==> config.mk <==
export PLATFORM = sky130hd
export DESIGN_NAME = mod_counter_pd_flat
export DESIGN_NICKNAME = d
export VERILOG_FILES = /design/src/rtl/mod_counter_pd_if.sv /design/src/rtl/mod_counter_pd.sv /design/src/flat_wrapper.sv
export SDC_FILE = /design/constraint.sdc
export NUM_CORES = 1
export LEC_CHECK = 0
export ABC_AREA = 0
export BUFFER_PORTS_ARGS = -buffer_cell sky130_fd_sc_hd__buf_2
export CAP_MARGIN = 0
export CORE_ASPECT_RATIO = 0.7
export CORE_UTILIZATION = 59
export CTS_BUF_LIST = sky130_fd_sc_hd__clkbuf_2 sky130_fd_sc_hd__clkbuf_4 sky130_fd_sc_hd__clkbuf_8
export DETAILED_ROUTE_END_ITERATION = 7
export GPL_TIMING_DRIVEN = 0
export PLACE_DENSITY = 0.85
export SYNTH_ARGS = -nofsm -noshare
export SYNTH_HDL_FRONTEND = slang
export SYNTH_SLANG_ARGS = --single-unit
export TNS_END_PERCENT = 50
==> constraint.sdc <==
create_clock -name clk -period 3.7 [get_ports clk]
set_input_delay 0.555 -clock clk [delete_from_list [all_inputs] [get_ports clk]]
set_output_delay 0.555 -clock clk [all_outputs]
set_load 0.01 [all_outputs]
==> src/rtl/mod_counter_pd_if.sv <==
// Bundles the control and status signals of mod_counter_pd.
//   master: drives en, up, load, load_val; observes count, tick, co, tc, bcd_tens, bcd_ones
//   slave : the counter side (mirror image)
// WIDTH must match the WIDTH of the attached counter.
interface mod_counter_pd_if #(
  parameter int unsigned WIDTH = 6
);
  logic             en;
  logic             up;
  logic             load;
  logic [WIDTH-1:0] load_val;
  logic [WIDTH-1:0] count;
  logic             tick;
  logic             co;
  logic             tc;
  logic [3:0]       bcd_tens;
  logic [3:0]       bcd_ones;

  modport master (
    output en, up, load, load_val,
    input  count, tick, co, tc, bcd_tens, bcd_ones
  );

  modport slave (
    input  en, up, load, load_val,
    output count, tick, co, tc, bcd_tens, bcd_ones
  );
endinterface

==> src/rtl/mod_counter_pd.sv <==
// Parametrised modulo-MODULUS up/down counter with prescaler, parallel load
// and a registered carry/borrow pulse for cascading.
//
// Ports:
//   clk        system clock, all state on rising edge
//   rst        synchronous active-high reset
//   bus.en       count enable (advances the prescaler)
//   bus.up       1 = increment, 0 = decrement
//   bus.load     synchronous parallel load (beats en)
//   bus.load_val value to load, saturated to MODULUS-1
//   bus.count    registered count
//   bus.tick     registered, high on the cycle count stepped
//   bus.co       registered carry (up wrap) / borrow (down wrap) pulse
//   bus.tc       combinational terminal count for the current direction
//   bus.bcd_tens/bcd_ones  decimal digits of count
//
// Optional feature: define MOD_COUNTER_BCD_EN to keep registered decimal
// digits of count (MODULUS <= 100). Otherwise the digit outputs are 0.
module mod_counter_pd #(
  parameter int unsigned MODULUS = 60,
  parameter int unsigned WIDTH   = 6,
  parameter int unsigned DIV     = 1,
  parameter int unsigned PW      = 8
) (
  input logic             clk,
  input logic             rst,
  mod_counter_pd_if.slave bus
);

  localparam logic [WIDTH-1:0] MAX_VAL  = WIDTH'(MODULUS - 1);
  localparam logic [WIDTH:0]   MOD_EXT  = (WIDTH+1)'(MODULUS);
  localparam logic [PW-1:0]    PRE_LAST = PW'(DIV - 1);

  if (MODULUS < 2) begin : g_chk_mod
    $error("mod_counter_pd: MODULUS must be >= 2");
  end
  if ((64'd1 << WIDTH) < 64'(MODULUS)) begin : g_chk_width
    $error("mod_counter_pd: WIDTH too small for MODULUS");
  end
  if (DIV < 1) begin : g_chk_div
    $error("mod_counter_pd: DIV must be >= 1");
  end
  if ((64'd1 << PW) < 64'(DIV)) begin : g_chk_pw
    $error("mod_counter_pd: PW too small for DIV");
  end

  logic [WIDTH-1:0] count_q;
  logic [PW-1:0]    pre_q;
  logic             tick_q;
  logic             co_q;

  logic [WIDTH-1:0] load_sat;
  logic [WIDTH-1:0] step_val;
  logic             wrap;
  logic             step;

  // Extended compare so MODULUS == 2^WIDTH still works.
  assign load_sat = ({1'b0, bus.load_val} < MOD_EXT) ? bus.load_val : MAX_VAL;
  assign step     = bus.en && (pre_q == PRE_LAST);

  always_comb begin
    wrap     = 1'b0;
    step_val = count_q;
    if (bus.up) begin
      // >= so an out-of-range count also wraps to 0 with carry.
      wrap     = (count_q >= MAX_VAL);
      step_val = wrap ? '0 : count_q + 1'b1;
    end else begin
      wrap     = (count_q == '0);
      step_val = wrap ? MAX_VAL : count_q - 1'b1;
    end
  end

  always_ff @(posedge clk) begin
    if (rst) begin
      count_q <= '0;
      pre_q   <= '0;
      tick_q  <= 1'b0;
      co_q    <= 1'b0;
    end else if (bus.load) begin
      count_q <= load_sat;
      pre_q   <= '0;
      tick_q  <= 1'b0;
      co_q    <= 1'b0;
    end else if (bus.en) begin
      tick_q <= step;
      co_q   <= step && wrap;
      if (step) begin
        pre_q   <= '0;
        count_q <= step_val;
      end else begin
        pre_q <= pre_q + 1'b1;
      end
    end else begin
      tick_q <= 1'b0;
      co_q   <= 1'b0;
    end
  end

  assign bus.count = count_q;
  assign bus.tick  = tick_q;
  assign bus.co    = co_q;
  assign bus.tc    = (bus.up && (count_q == MAX_VAL)) || (!bus.up && (count_q == '0));

`ifdef MOD_COUNTER_BCD_EN
  if (MODULUS > 100) begin : g_chk_bcd
    $error("mod_counter_pd: BCD digits need MODULUS <= 100");
  end

  localparam logic [3:0] MAX_TENS = 4'((MODULUS - 1) / 10);
  localparam logic [3:0] MAX_ONES = 4'((MODULUS - 1) % 10);

  function automatic logic [3:0] tens_of(input logic [WIDTH-1:0] v);
    return 4'(32'(v) / 32'd10);
  endfunction

  function automatic logic [3:0] ones_of(input logic [WIDTH-1:0] v);
    return 4'(32'(v) % 32'd10);
  endfunction

  logic [3:0] tens_q;
  logic [3:0] ones_q;

  // Digits follow count incrementally; only a load needs a full conversion.
  always_ff @(posedge clk) begin
    if (rst) begin
      tens_q <= 4'd0;
      ones_q <= 4'd0;
    end else if (bus.load) begin
      tens_q <= tens_of(load_sat);
      ones_q <= ones_of(load_sat);
    end else if (step) begin
      if (bus.up) begin
        if (wrap) begin
          tens_q <= 4'd0;
          ones_q <= 4'd0;
        end else if (ones_q == 4'd9) begin
          tens_q <= tens_q + 4'd1;
          ones_q <= 4'd0;
        end else begin
          ones_q <= ones_q + 4'd1;
        end
      end else begin
        if (wrap) begin
          tens_q <= MAX_TENS;
          ones_q <= MAX_ONES;
        end else if (ones_q == 4'd0) begin
          tens_q <= tens_q - 4'd1;
          ones_q <= 4'd9;
        end else begin
          ones_q <= ones_q - 4'd1;
        end
      end
    end
  end

  assign bus.bcd_tens = tens_q;
  assign bus.bcd_ones = ones_q;
`else
  assign bus.bcd_tens = 4'd0;
  assign bus.bcd_ones = 4'd0;
`endif

endmodule

==> src/flat_wrapper.sv <==
// flat-port wrapper written by rule: the top's interface ports become plain ports
module mod_counter_pd_flat 
#(
  parameter int unsigned MODULUS = 60,
  parameter int unsigned WIDTH   = 6,
  parameter int unsigned DIV     = 1,
  parameter int unsigned PW      = 8
)
  (clk, rst, bus_en, bus_up, bus_load, bus_load_val, bus_count, bus_tick, bus_co, bus_tc, bus_bcd_tens, bus_bcd_ones);
  mod_counter_pd_if #(.WIDTH(WIDTH)) bus_i ();
  input logic clk;
  input logic rst;
  input wire logic [$bits(bus_i.en)-1:0] bus_en;
  input wire logic [$bits(bus_i.up)-1:0] bus_up;
  input wire logic [$bits(bus_i.load)-1:0] bus_load;
  input wire logic [$bits(bus_i.load_val)-1:0] bus_load_val;
  output wire logic [$bits(bus_i.count)-1:0] bus_count;
  output wire logic [$bits(bus_i.tick)-1:0] bus_tick;
  output wire logic [$bits(bus_i.co)-1:0] bus_co;
  output wire logic [$bits(bus_i.tc)-1:0] bus_tc;
  output wire logic [$bits(bus_i.bcd_tens)-1:0] bus_bcd_tens;
  output wire logic [$bits(bus_i.bcd_ones)-1:0] bus_bcd_ones;
  assign bus_i.en = bus_en;
  assign bus_i.up = bus_up;
  assign bus_i.load = bus_load;
  assign bus_i.load_val = bus_load_val;
  assign bus_count = bus_i.count;
  assign bus_tick = bus_i.tick;
  assign bus_co = bus_i.co;
  assign bus_tc = bus_i.tc;
  assign bus_bcd_tens = bus_i.bcd_tens;
  assign bus_bcd_ones = bus_i.bcd_ones;
  mod_counter_pd #(.MODULUS(MODULUS), .WIDTH(WIDTH), .DIV(DIV), .PW(PW)) u_core (.clk(clk), .rst(rst), .bus(bus_i));
endmodule
==> results of run 1 <==
[worst max path at each step]
stage	startpoint	to	slack, ns
2_1_floorplan	u_core.bus.count[0]$_SDFFE_PP0P_	bus_tc	1.76
3_3_place_gp	u_core.bus.count[0]$_SDFFE_PP0P_	bus_tc	1.69
3_5_place_dp	u_core.bus.count[0]$_SDFFE_PP0P_	bus_tc	1.68
4_1_cts	u_core.bus.count[0]$_SDFFE_PP0P_	bus_tc	1.34
5_1_grt	u_core.bus.count[0]$_SDFFE_PP0P_	bus_tc	1.15
6_report	u_core.bus.count[0]$_SDFFE_PP0P_	bus_tc	1.32
[stage by stage]
stage | worst slack [ns] | hold slack (ns) | cell area (um^2) | total power [mW]
global route | 1.15 | 0.542 | 1360 | 0.444
floorplan | 1.76 | 0.537 | 1200 | 0.275
finish | 1.32 | 0.527 | 1360 | 0.423
detailed placement | 1.68 | 0.579 | 1320 | 0.305
CTS | 1.34 | 0.527 | 1360 | 0.422
global placement | 1.69 | 0.557 | 1320 | 0.302
[cell families after synthesis]
family,after synthesis
xor gates and xnor gates,8
DFF,16
muxes,1
and+or+nand+nor,60
other,1
buffers and inverters,24
AOI/OAI and AO/OA,30
adders and majority gates,6
[metal layers]
metal  vias to the layer above  wire length (um)  track usage
met5                         -                 0            0
li1                        558                 -            -
met3                         2               264       0.0594
met2                        64              1110        0.407
met1                       508              1220        0.342
met4                         0                 7       0.0625
[registers in the layout, summed over array words and instances (netlist names)]
signal / cells
u_core.pre_q: 8
u_core.bus.count: 6
u_core.bus.co: 1
u_core.bus.tick: 1
[placed cells by master (no fill, tap or decap), types with 6 or more instances in the layout]
master,netlist,final
buf_2,4,22
nand2_1,8,8
conb_1,1,8
a21oi_1,7,7
ha_1,6,6
nand3_1,9,9
nor3_1,7,7
dfxtp_1,16,16
o21ai_0,8,8
buf_4,8,8
inv_1,9,9
xor2_1,6,6
nor2_1,14,14
[cell type report]
| type | instances | area [um^2] |
|---|---|---|
| flip-flops and latches | 16 | 320 |
| well taps | 22 | 27.5 |
| fillers | 152 | 513 |
| repair buffers | 18 | 90.1 |
| plain buffers | 15 | 114 |
| multi-input cells | 113 | 736 |
| inverters | 9 | 33.8 |
| clock buffers | 4 | 36.3 |
[power breakdown]
group	internal (mW)	switching, mW
logic	0.0504	0.0632
registers	0.179	0.0109
clock network	0.0600	0.0594
total	0.290	0.134
[worst register-to-register path: cells and delay by family (launching register included)]
family,cells,cell delay (ns)
AO/OA/AOI/OAI,4,0.87
adder cells (fa/ha/maj),1,0.30
AND/OR/NAND/NOR,1,0.10
flip-flops,1,0.54
==> impl_metrics.csv, run 1 <==
group,metric,value,unit
floorplan,coreArea,1870,um^2
cts,htreeDepth,1,
logic_synthesis,synthCells,146,
detailed_routing,drt-initial-drc-count,43,
critical_path,start_kind,"flip-flop",
sta,skew,0.00303,ns
sta,fin_tns_setup,0,ns
layout,nNetsFinal,193,
hold_path,worstHoldPathType,"input pin to flip-flop",
sta,max_freq,421,MHz
logic_synthesis,synth_mux_area_frac,0.00850,
logic_synthesis,synthAdderAreaFrac,0.0638,
logic_synthesis,ys_seq_area_frac,0.272,
place,dp_hpwl,1.99,mm
logic_synthesis,synth-seq-cells,16,
hold_path,hold_path_end,"u_core.bus.count[5]$_SDFFE_PP0P_",
grt,antenna_found_initial,0,
layout,drive_gt1_frac,0.257,
cts,clkLatencyLatePin,0.29,ns
logic_synthesis,synth_top_family_by_area,"simple AND/OR/NAND/NOR gates",
hold_path,worstHoldPathCells,3,
logic_synthesis,yosysMostFrequentCell,"dfxtp_1",
grt,grt-ovfl-total,0,
detailed_routing,vias,1132,
layout,diodes,0,
critical_path,required,3.14,ns
power,p_leak,0.593,nW
grt,first_global_vias,950,
sta,maxSlewViolCount,0,
critical_path,reg2reg_setup_slack,1.74,ns
logic_synthesis,yosys-top-cells-count,"16 x dfxtp_1, 14 x nor2_1, 9 x inv_1, 9 x nand3_1",
critical_path,r2r_end,"u_core.bus.count[3]$_SDFFE_PP0P_",
hold_path,worstHoldStart,"bus_load_val[5]",
layout,instances_no_fill,197,
cts,cts_buffers,3,
layout,area_growth,15.3,%
critical_path,worst_path_max_delay_cell,"dfxtp_1",
cts,cts_root_buf,"clkbuf_4",
critical_path,cp_max_fo,10,
place,dpl.cell_count,193,
logic_synthesis,synth-edff-count,0,
logic_synthesis,synth_area_per_cell,8.06,um^2
critical_path,path_buf_inv,2,
place,gp_congestion,0.834,
floorplan,std_cell_rows,13,
logic_synthesis,synthXorXnorAreaFrac,0.0595,
cts,clock_path_buffers,2,
logic_synthesis,yosys_warnings,0,
floorplan,boundaryPins,28,
sta,hold_viol,0,
logic_synthesis,synth_compound_area_frac,0.168,
floorplan,dieWidth,55.4,um
cts,cts_tree,"built",
detailed_routing,drcViolationCount,2,
power,powerDensity,312,nW/um^2
floorplan,start_util,0.629,
detailed_routing,via_per_inst,5.75,
logic_synthesis,async_reset_ff_frac,0,
detailed_routing,wl_per_cell,13.2,um
detailed_routing,finalWirelength,2.61,mm
grt,grt_pass1_wl,4.16,mm
critical_path,r2r-start,"u_core.bus.count[0]$_SDFFE_PP0P_",
critical_path,path_delay_family,"flip-flops",
critical_path,cpPeakStageDelay,0.54,ns
logic_synthesis,synth-simple-area-share,0.300,
sta,period_share,0.643,
logic_synthesis,synth_area_leaders,"dfxtp_1 27%, ha_1 6.4%, buf_4 5.1%",
critical_path,crit_cells,5,
logic_synthesis,synth.top_cell.area_share,0.272,
logic_synthesis,synth_ff_type,"dfxtp_1",
floorplan,die_h,39.4,um
layout,fin_util,0.726,
cts,clkTransAtPathRegs,0.10,ns
critical_path,critPathKind,"flip-flop to primary output",
detailed_routing,drt_first_pass_iters,6,
sta,finalSetupViolCount,0,
grt,grt_start_max_net_pins,11,
flow_run,cap_violations,0,
logic_synthesis,synth_cell_types,43,
cts,cts_num_sinks,16,
status,violations,"DRC",
power,peakVddDrop,0.000284,V
cts,cts_resized,0,
detailed_routing,ant_nets,0,
critical_path,cp_cell_sequence,"ha_1, inv_1, or3_1, a21oi_1, buf_2",
logic_synthesis,yosysTopAreaCell,"dfxtp_1",
sta,fin_crit,2.38,ns
status,outcome,"complete, but fails checks",
cts,ctsHoldBuffers,0,
grt,grt_usage,0.252,
floorplan,die_area,2180,um^2
place,portBuffers,18,
logic_synthesis,synthesis.area,1180,um^2
critical_path,worst-r2r-cell-count,6,
cts,post_cts_buffers,0,
sta,rsz0062_at_grt,"no",
critical_path,crit_path_end_kind,"primary output",
critical_path,crit_arrival,1.82,ns
Note: power is estimated with default switching activity, not from simulation.
==> run 2, diff against run 1 <==
- CORE_UTILIZATION: 59 -> 50
- PLACE_DENSITY: 0.85 -> 0.76
- clock period: 3.7 -> 2.1 ns (I/O delays scaled with it)
==> run 2 against run 1 <==
Compared with the run above: the run now ends clean; cell count increased by 4.6%; power rose by 65%; global-route usage decreased by 0.28 points; register-to-register slack worse by 1.5 ns; cell area grew 0.55%; routed wire length grew 7.8%; largest power group unchanged.
==> impl_metrics.csv, run 2 (synthesis results as in run 1) <==
group,metric,value,unit
critical_path,crit_path_end_kind,"primary output",
layout,final_common_cell,"buf_2",
detailed_routing,finalWirelength,2.81,mm
critical_path,cp_max_fo,10,
grt,grt-ovfl-total,0,
floorplan,std_cell_rows,14,
sta,max_freq,504,MHz
grt,grt_pass1_wl,4.65,mm
sta,skew,0.00325,ns
cts,cts_buffers,3,
critical_path,start_kind,"flip-flop",
floorplan,boundaryPins,28,
detailed_routing,drt-initial-drc-count,50,
hold_path,worstHoldPathType,"input pin to flip-flop",
critical_path,required,1.78,ns
cts,htreeDepth,1,
power,powerDensity,513,nW/um^2
floorplan,dieWidth,60,um
place,placed_area,1330,um^2
critical_path,crit_arrival,1.67,ns
place,gp_congestion,0.898,
layout,final_cell_mix,"22 x buf_2, 14 x nor2_1, 14 x dfxtp_1",
sta,fin_tns_setup,0,ns
grt,antenna_found_initial,0,
floorplan,start_util,0.538,
detailed_routing,drt_first_pass_iters,4,
layout,diodes,0,
floorplan,die_h,42.6,um
detailed_routing,wl_per_cell,13.6,um
detailed_routing,vias,1124,
critical_path,critPathKind,"flip-flop to primary output",
cts,cts_num_sinks,16,
power,p_leak,0.585,nW
hold_path,worstHoldPathCells,3,
cts,clkLatencyLatePin,0.28,ns
cts,post_cts_buffers,0,
floorplan,die_area,2560,um^2
cts,cts_resized,2,
layout,final_cell_area,1370,um^2
cts,cts_tree,"built",
cts,cts_root_buf,"clkbuf_4",
status,outcome,"finished clean",
layout,area_growth,15.9,%
grt,grt_start_max_net_pins,11,
floorplan,coreArea,2190,um^2
detailed_routing,via_per_inst,5.46,
layout,largest_reg_flops,8,
cts,clkTransAtPathRegs,0.09,ns
critical_path,worst-r2r-cell-count,6,
layout,nNetsFinal,193,
place,dp_hpwl,2.15,mm
layout,drive_gt1_frac,0.276,
sta,maxSlewViolCount,0,
sta,hold_viol,0,
sta,finalSetupViolCount,0,
flow_run,cap_violations,0,
cts,clock_path_buffers,2,
detailed_routing,ant_nets,0,
layout,largest_register,"u_core.pre_q",
cts,ctsHoldBuffers,0,
sta,period_share,0.945,
sta,rsz0062_at_grt,"no",
grt,grt_usage,0.249,
power,peakVddDrop,0.000338,V
detailed_routing,drcViolationCount,0,
sta,fin_crit,1.98,ns
grt,first_global_vias,998,
place,portBuffers,18,
==> run 2: changes by cell type in the layout (fill, tap and decap cells not counted), sizes merged <==
cell	previous run	this run
clkbuf	4	3
==> run 2: per-layer routing <==
| layer | up-vias | GRT usage | wire length [um] |
|---|---|---|---|
| met5 | - | 0 | 0 |
| met3 | 6 | 0.111 | 337 |
| met4 | 0 | 0.0791 | 43 |
| met1 | 487 | 0.363 | 1310 |
| li1 | 563 | - | - |
| met2 | 68 | 0.318 | 1120 |
==> run 2: path summary, 6_finish.rpt <==
kind | startpoint | slack, ns | endpoint
setup / recovery | u_core.bus.count[0]$_SDFFE_PP0P_ | 0.12 | bus_tc
hold / removal | bus_load_val[5] | 0.29 | u_core.bus.count[5]$_SDFFE_PP0P_
setup reg to reg | u_core.bus.count[0]$_SDFFE_PP0P_ | 0.26 | u_core.bus.count[3]$_SDFFE_PP0P_
hold reg to reg | u_core.pre_q[7]$_SDFFE_PP0P_ | 0.60 | u_core.pre_q[7]$_SDFFE_PP0P_
==> run 2: layout make-up <==
class	count	area [um^2]
inverter	9	33.8
sequential	16	323
fill	198	825
clock buffer	3	22.5
timing repair buffer	18	90.1
multi-input combinational	113	742
buffer	15	114
tap	32	40.0
==> run 2: critical path, cell delays in order (launching register included) <==
cell     delay, ns
dfxtp_2       0.44
ha_2          0.26
inv_1         0.07
or3_1         0.34
a21oi_1       0.14
buf_2         0.14
==> run 2: report_power, final <==
part / total (mW) / switching [mW] / internal (mW) / leakage (nW)
clock network: 0.157 / 0.0907 / 0.0666 / 0.0138
registers: 0.337 / 0.0203 / 0.317 / 0.131
logic: 0.206 / 0.116 / 0.0897 / 0.440
==> run 2: metrics by stage <==
stage	instances	utilization	setup WS (ns)	hold slack, ns	total power [mW]
2_1_floorplan	153	-	0.372	0.392	0.485
3_3_place_gp	203	0.609	0.152	0.563	0.538
3_5_place_dp	203	0.609	0.177	0.587	0.541
4_1_cts	206	0.621	0.0768	0.286	0.702
5_1_grt	206	0.623	0.00776	0.285	0.745
6_report	206	0.623	0.117	0.293	0.700
